--- config.mk ---
export PLATFORM = sky130hd
export DESIGN_NAME = tlp_req_splitter
export DESIGN_NICKNAME = d
export VERILOG_FILES = /design/src/rtl/tlp_req_splitter.sv
export SDC_FILE = /design/constraint.sdc
export NUM_CORES = 1
export LEC_CHECK = 0
export ABC_CLOCK_PERIOD_IN_PS = 10350
export CORE_UTILIZATION = 54
export CTS_CLUSTER_DIAMETER = 120
export DETAILED_ROUTE_END_ITERATION = 8
export PLACE_DENSITY = 0.92
export SLEW_MARGIN = 20
export SYNTH_ARGS = -nofsm -noshare
export SYNTH_HDL_FRONTEND = slang
export SYNTH_SLANG_ARGS = --single-unit
--- constraint.sdc ---
create_clock -name clk -period 10.35 [get_ports clk]
set_clock_uncertainty 0.05 [all_clocks]
set_input_delay 2.5875 -clock clk [delete_from_list [all_inputs] [get_ports clk]]
set_output_delay 2.5875 -clock clk [all_outputs]
set_load 0.01 [all_outputs]
--- src/rtl/tlp_req_splitter.sv ---
// tlp_req_splitter: cuts one DMA request into RCB/max-payload aligned TLP descriptors
module tlp_req_splitter #(
  parameter int AW       = 64,
  parameter int BCW      = 32,
  parameter int WITH_RCB = 1,
  parameter int RCB_LOG2 = 6
) (
  input  logic          clk,
  input  logic          rst,
  input  logic          req_valid,
  output logic          req_ready,
  input  logic [AW-1:0] req_addr,
  input  logic [BCW-1:0] req_bcnt,
  input  logic [2:0]    ms_pld,
  output logic          tlp_valid,
  input  logic          tlp_ready,
  output logic [AW-1:0] tlp_addr,
  output logic [12:0]   tlp_len,
  output logic          tlp_first,
  output logic          tlp_last,
  output logic          busy
);
  typedef enum logic {IDLE, EMIT} state_t;
  state_t state, state_d;
  logic [BCW-1:0] rem, sel_rem;
  logic [AW-1:0] sel_addr;
  logic [2:0] mps, sel_mps, ms_clamp;
  logic [3:0] blog;
  logic [12:0] bsize, chunk, len;
  logic accept, hs, load;
  // One cut datapath serves both the accept and the handshake cycle, since they never coincide
  always_comb begin
    accept   = req_valid && req_ready;
    hs       = tlp_valid && tlp_ready;
    load     = (accept && req_bcnt != '0) || (hs && !tlp_last);
    ms_clamp = ms_pld > 3'd5 ? 3'd5 : ms_pld;
    sel_addr = accept ? req_addr : tlp_addr + AW'(tlp_len);
    sel_rem  = accept ? req_bcnt : rem - BCW'(tlp_len);
    sel_mps  = accept ? ms_clamp : mps;
    blog     = (WITH_RCB != 0 && sel_addr[RCB_LOG2-1:0] != '0) ? 4'(RCB_LOG2) : 4'd7 + {1'b0, sel_mps};
    bsize    = 13'd1 << blog;
    chunk    = bsize - (sel_addr[12:0] & (bsize - 13'd1));
    len      = BCW'(chunk) > sel_rem ? sel_rem[12:0] : chunk;
  end
  always_ff @(posedge clk) begin
    if (rst) state <= IDLE;
    else state <= state_d;
  end
  always_comb begin
    state_d = load ? EMIT : (hs && tlp_last) ? IDLE : state;
  end
  always_comb begin
    req_ready = state == IDLE;
    busy      = state == EMIT;
    tlp_valid = state == EMIT;
  end
  always_ff @(posedge clk) begin
    if (rst) begin
      tlp_addr  <= '0;
      rem       <= '0;
      mps       <= '0;
      tlp_len   <= '0;
      tlp_first <= 1'b0;
      tlp_last  <= 1'b0;
    end else if (load) begin
      tlp_addr  <= sel_addr;
      rem       <= sel_rem;
      mps       <= sel_mps;
      tlp_len   <= len;
      tlp_first <= accept;
      tlp_last  <= BCW'(len) == sel_rem;
    end
  end
endmodule

After elaboration in Yosys (flattened, before gate mapping) --
Cells that the tools add are included.
Operators by class: add/sub/neg operators 5, multiply operators 0, div/mod/pow operators 0, $lt $le $gt $ge 2, equal/unequal tests 1, shifts and indexed selects 1, mux-type cells 8, bitwise operators 2, reduce and logical (&&, ||, !) cells 10
Operator list (count):
- adder 64 x 13 -> 64 bit | 1
- 2-to-1 mux 64 bit | 1
- equality test 13 x 32 -> 1 bit | 1
- greater-than comparator 13 x 32 -> 1 bit | 1
- 2-to-1 mux 32 bit | 1
- nonzero test 32 bit | 1
- subtractor 32 x 13 -> 32 bit | 1
- AND 13 bit | 1
- 2-to-1 mux 13 bit | 1
- left shift 1 x 4 -> 13 bit, first input constant | 1
- subtractor 13 x 1 -> 13 bit, second input constant | 1
- subtractor 13 bit | 1
- 2-to-1 mux 3 bit | 2
- nonzero test 6 bit | 1
- logical AND 1 bit | 5
- adder 3 x 3 -> 4 bit, first input constant | 1
- 2-to-1 mux 4 bit | 1
- greater-than comparator 3 bit, second input constant | 1
- 2-to-1 mux 1 bit | 2
- nonzero test 2 bit | 1
- zero test 1 bit | 1
- logical OR 1 bit | 1
- inverter 1 bit | 1
Storage, ports and cells: bits in registers 115, latch bits 0, RAM bits 0, bits in read-only memories 0, output and inout port bits 82, logic and storage cells 36, memories 0

Logic depth before layout (Yosys ltp) --
depth after elaboration 12, mapped depth 40, depth with buffers taken out 33

Worst setup path before layout --
OpenSTA, ideal clock, no wires.
path kind input to register, start point input req_valid, end point register tlp_len[5], setup time 0.136 ns, arrival time 9.467 ns, required time 10.164 ns, slack 0.697 ns, cell stages on the path 39, cell sequence nand2b_1 buf_4 buf_2 buf_1 clkbuf_1 clkbuf_1 clkbuf_1 nor3b_1 a21oi_1 ha_1 nand2b_1 a21oi_1 nor2_1 nand3_1 or3_1 ha_1 clkbuf_1 nand2_1 (+3 left out) a22oi_1 o21ai_0 a311oi_1 o31ai_1 a21o_1 xor2_1 ha_1 nand2_1 nor2_1 a21oi_1 a31o_2 a211oi_1 nand4b_4 nor2_4 buf_6 nand2_1 o21ai_1 a211oi_2
Between the ends: longest elaborated chain between the ends 10, elaborated cells between the ends (all ways) 15, those cells by class add/sub: 3; order compare: 1; shift: 1; mux: 5; bitwise: 1; reduce/logical: 4
Ends and longest elaborated chain:
- start, declared | line 10 | input logic req_valid,
- logical AND 1 bit (*) | line 33 | accept = req_valid && req_ready;
- 2-to-1 mux 3 bit or 2-to-1 mux 64 bit (tied branches) | line 39, 37
- adder 3 x 3 -> 4 bit or nonzero test 6 bit (tied branches) | line 40 | blog = (WITH_RCB != 0 && sel_addr[RCB_LOG2-1:0] != '0) ? 4'(RCB_LOG2) : 4'd7 + {1'b0, sel_mps};
- 2-to-1 mux 4 bit | line 40
- left shift 1 x 4 -> 13 bit | line 41 | bsize = 13'd1 << blog;
- subtractor 13 x 1 -> 13 bit | line 42 | chunk = bsize - (sel_addr[12:0] & (bsize - 13'd1));
- AND 13 bit | line 42
- subtractor 13 bit | line 42
- greater-than comparator 13 x 32 -> 1 bit | line 43 | len = BCW'(chunk) > sel_rem ? sel_rem[12:0] : chunk;
- 2-to-1 mux 13 bit | line 43
- end signal, assigned | line 69 | tlp_len <= len;
- end, declared | line 18 | output logic [12:0] tlp_len,
Every way passes the cells marked *; elsewhere a longest branch is shown, timed or not. A chain may end at the register's enable or synchronous reset.

Final worst setup path --
start point input req_valid, end point register tlp_len[12]
Same word-level chain as after synthesis.

==> metrics.md <==
| Metric | Value |
|---|---|
| Status | complete, no violations |
| Layout cells sized above 1 | 5.63% |
| Total of max-cap violations | 0 |
| Reg area | 0.00230 mm^2 |
| First-pass GRT wire length | 50.9 mm |
| Post-layout min period | 9.57 ns |
| Syn Area/Cell | 7.23 um^2 |
| Yosys top cell area share | 24.3% |
| Reg-to-reg startpoint | tlp_len[0]$_SDFFE_PP0P_ |
| CP arrival | 9.80 ns |
| Measured slew at the worst slew-check pin | 0.948 ns |
| Via Count | 11000 |
| Final hold viol count | 0 |
| Worst EP required | 10.58 ns |
| Area of the multi-input gates | 0.00671 mm^2 |
| Ys flop type | dfxtp_1 |
| Switching Share | 42.6% |
| Clk sinks | 115 |
| Worst Reg2Reg Path Length in Cells | 31 |
| Initial antenna violation count | 0 |
| Longest Clk Path Bufs | 2 |
| R2r setup slk | 2.76 ns |
| # IOs | 185 |
| Ys async rst share | 0% |
| Buffers on Ports | 184 |
| R2R Path End | tlp_len[12]$_SDFFE_PP0P_ |
| Worst-Skew Late Latency | 0.43 ns |
| Area of the mapped netlist | 0.00948 mm^2 |
| GRT Overall Usage | 35.2% |
| Setup_tns | 0 ns |
| Clock Root Buffer | clkbuf_16 |
| CP Capture Type | flop |
| Slew HR | 36.3% |
| DRT antenna net count | 0 |
| Setup crit start | req_valid |
| Worst Hold Class | reg2reg |
| Fmax achieved | 104 MHz |
| Worst VDD drop | 0.000143 V |
| Vias in the first global route | 10000 |
| P&R area growth vs syn | 26.3% |
| Routed wire per std cell | 19.1 um |
| Vias/cell | 6.56 |
| CTS tree | done |
| Die X | 135 um |
| Post-CTS Resized | 0 |
| Setup Viol. Count Final | 0 |
| Routed Wire Length | 32.1 mm |
| Total power draw | 0.00243 W |
| RSZ-0062 raised after global routing | no |
| Synthesis-stage register bit count | 115 |
| Switching pwr | 0.00104 W |
| Synth warnings | 0 |
| Final Net Count | 1595 |
| GRT overflow | 0 |
| DRC violations left | 0 |
| Setup CP Type | in2reg |
| CTS Hold Bufs | 0 |
| CTS H-tree lvls | 4 |
| Fin. max-slew vios | 0 |
| Fillers | 1382 |
| Clock share of power | 25.9% |
| Worst hold start | rem[0]$_SDFFE_PP0P_ |
| Yosys cell types | 87 |
| Final hold slack | 0.402 ns |
| Pwr/cell area | 203 mW/mm^2 |
| Worst-path fanout max | 26 |
| Initial drt markers | 1426 |
| Sequential Power Share | 23.4% |
| Worst path slowest cell | a311oi_1 |
| Overall die area | 0.0181 mm^2 |
| Post-synthesis net count | 1464 |
| Final worst-path cycle share | 92.5% |
| TritonCTS Buffers | 17 |
| Mapped Cells | 1312 |
| Clock slew at the register clock pins of the worst setup and hold paths | 0.06 ns |
| Area leader, netlist | dfxtp_1 |
| Detailed placement HPWL | 22.7 mm |
| Worst setup SP type | input port |
| Site row count | 48 |
| Area of the core | 0.0172 mm^2 |
| Combinational share of power | 50.6% |
| Setup Fix Bufs, Post-CTS | 0 |
| Pint | 0.00140 W |
| Worst hold path stage count | 2 |
| Largest net degree at the start of global routing | 103 |
| Seq/Total Area, Yosys | 24.3% |
| Static leakage | 4.50 nW |
| Pre-Repair DR Iteration Count | 7 |
| GP Congestion | 0.985 |
| Number of synthesized flops with an enable pin | 0 |
| Top cells by area in the synthesized netlist | dfxtp_1 (24%), nor2_1 (7.1%), ha_1 (6.1%) |
| Die height | 135 um |
| Worst Hold End | rem[0]$_SDFFE_PP0P_ |
| # diodes | 0 |
| Initial Util | 55.0% |
| CP max stage delay | 0.56 ns |
==> placed cells by master, fill, tap and decap left out, types with 13 or more instances in the layout <==
master,synthesis,final
a211oi_1,49,49
a21o_1,17,17
a21oi_1,109,109
a22oi_1,16,16
and2_1,18,18
clkbuf_16,0,17
clkdlybuf4s50_1,0,183
dfxtp_1,115,115
ha_1,46,46
inv_1,45,45
mux2i_1,17,17
nand2_1,139,138
nand3_1,45,45
nand4_1,19,19
nor2_1,179,178
nor3_1,42,42
nor4_1,24,24
o21a_1,15,15
o21ai_0,73,73
o22ai_1,13,13
o31ai_1,14,13
or3_1,16,16
xnor2_1,22,22
xor2_1,21,21
==> power by group through the flow <==
| stage | logic [W] | clock network [W] | registers (W) |
|---|---|---|---|
| finish | 0.00123 | 0.000630 | 0.000570 |
| CTS | 0.00120 | 0.000630 | 0.000566 |
| global route | 0.00133 | 0.000649 | 0.000575 |
| detailed placement | 0.00118 | 0 | 0.000574 |
| global placement | 0.00114 | 0 | 0.000572 |
| floorplan | 0.000852 | 0 | 0.000564 |
==> how the worst max path moves through the flow <==
stage / end / slack [ns]
6_report: tlp_len[12]$_SDFFE_PP0P_ / 0.78
5_1_grt: tlp_len[12]$_SDFFE_PP0P_ / 0.24
4_1_cts: tlp_len[11]$_SDFFE_PP0P_ / 0.88
3_5_place_dp: tlp_len[12]$_SDFFE_PP0P_ / 0.52
3_3_place_gp: tlp_len[11]$_SDFFE_PP0P_ / 0.79
2_1_floorplan: tlp_len[5]$_SDFFE_PP0P_ / 0.70
==> cells in the mapped netlist (5+ instances only) <==
cell type / instances
a211o_1: 8
a211oi_1: 49
a21o_1: 17
a21oi_1: 109
a22oi_1: 16
a2bb2oi_1: 5
a31oi_1: 12
and2_1: 18
and3_1: 8
buf_2: 7
clkbuf_1: 65
dfxtp_1: 115
ha_1: 46
inv_1: 45
mux2i_1: 17
nand2_1: 139
nand2b_1: 10
nand3_1: 45
nand4_1: 19
nor2_1: 179
nor2b_1: 9
nor3_1: 42
nor3b_1: 9
nor4_1: 24
o211ai_1: 12
o21a_1: 15
o21ai_0: 73
o22ai_1: 13
o31a_1: 6
o31ai_1: 14
or3_1: 16
xnor2_1: 22
xor2_1: 21
==> area by class of cell <==
class,instances,share of cell area [%]
multi-input combinational,1072,56.0
sequential,115,19.2
timing repair buffer,192,15.9
clock buffer,17,3.55
tap,225,2.35
clock inverter,15,1.60
inverter,45,1.41
==> critical path: cells and delay by family <==
family / cells / cell delay, ns
AOI/OAI and AO/OA: 13 / 2.86
xor gates and xnor gates: 1 / 0.17
buffers and inverters: 2 / 0.66
adders and majority gates: 4 / 1.29
and+or+nand+nor: 13 / 2.21
==> registers in the layout (all words and copies together) (netlist names) <==
signal     flops
tlp_addr      64
rem           32
tlp_len       13
mps            3
busy           1
tlp_first      1
tlp_last       1
==> logic make-up after synthesis <==
family,count (synthesis),synth area share [%]
other,2,0.0792
xor gates and xnor gates,45,4.45
adders and majority gates,49,6.70
and+or+nand+nor,549,27.8
AOI/OAI and AO/OA,406,29.1
muxes,21,2.27
buffers and inverters,125,5.36
DFF,115,24.3
==> metal layers <==
| layer | GRT usage (%) | vias to the layer above | share of wire, % |
|---|---|---|---|
| met2 | 58.4 | 682 | 46 |
| met1 | 45.8 | 5132 | 41 |
| met3 | 6.04 | 117 | 10 |
| li1 | - | 5092 | - |
| met5 | 0 | - | 0 |
| met4 | 13.2 | 0 | 3.2 |
==> per-stage QoR <==
step | util [%] | instance area (um^2) | setup WS, ns | std cells
after floorplan | - | 9480 | 0.697 | 1312
after global placement | 65.9 | 11400 | 0.792 | 1649
after detailed placement | 65.9 | 11400 | 0.518 | 1649
after CTS | 69.5 | 12000 | 0.885 | 1681
after global routing | 69.5 | 12000 | 0.237 | 1681
final | 69.5 | 12000 | 0.777 | 1681
Power figures use the tool's default switching activity.
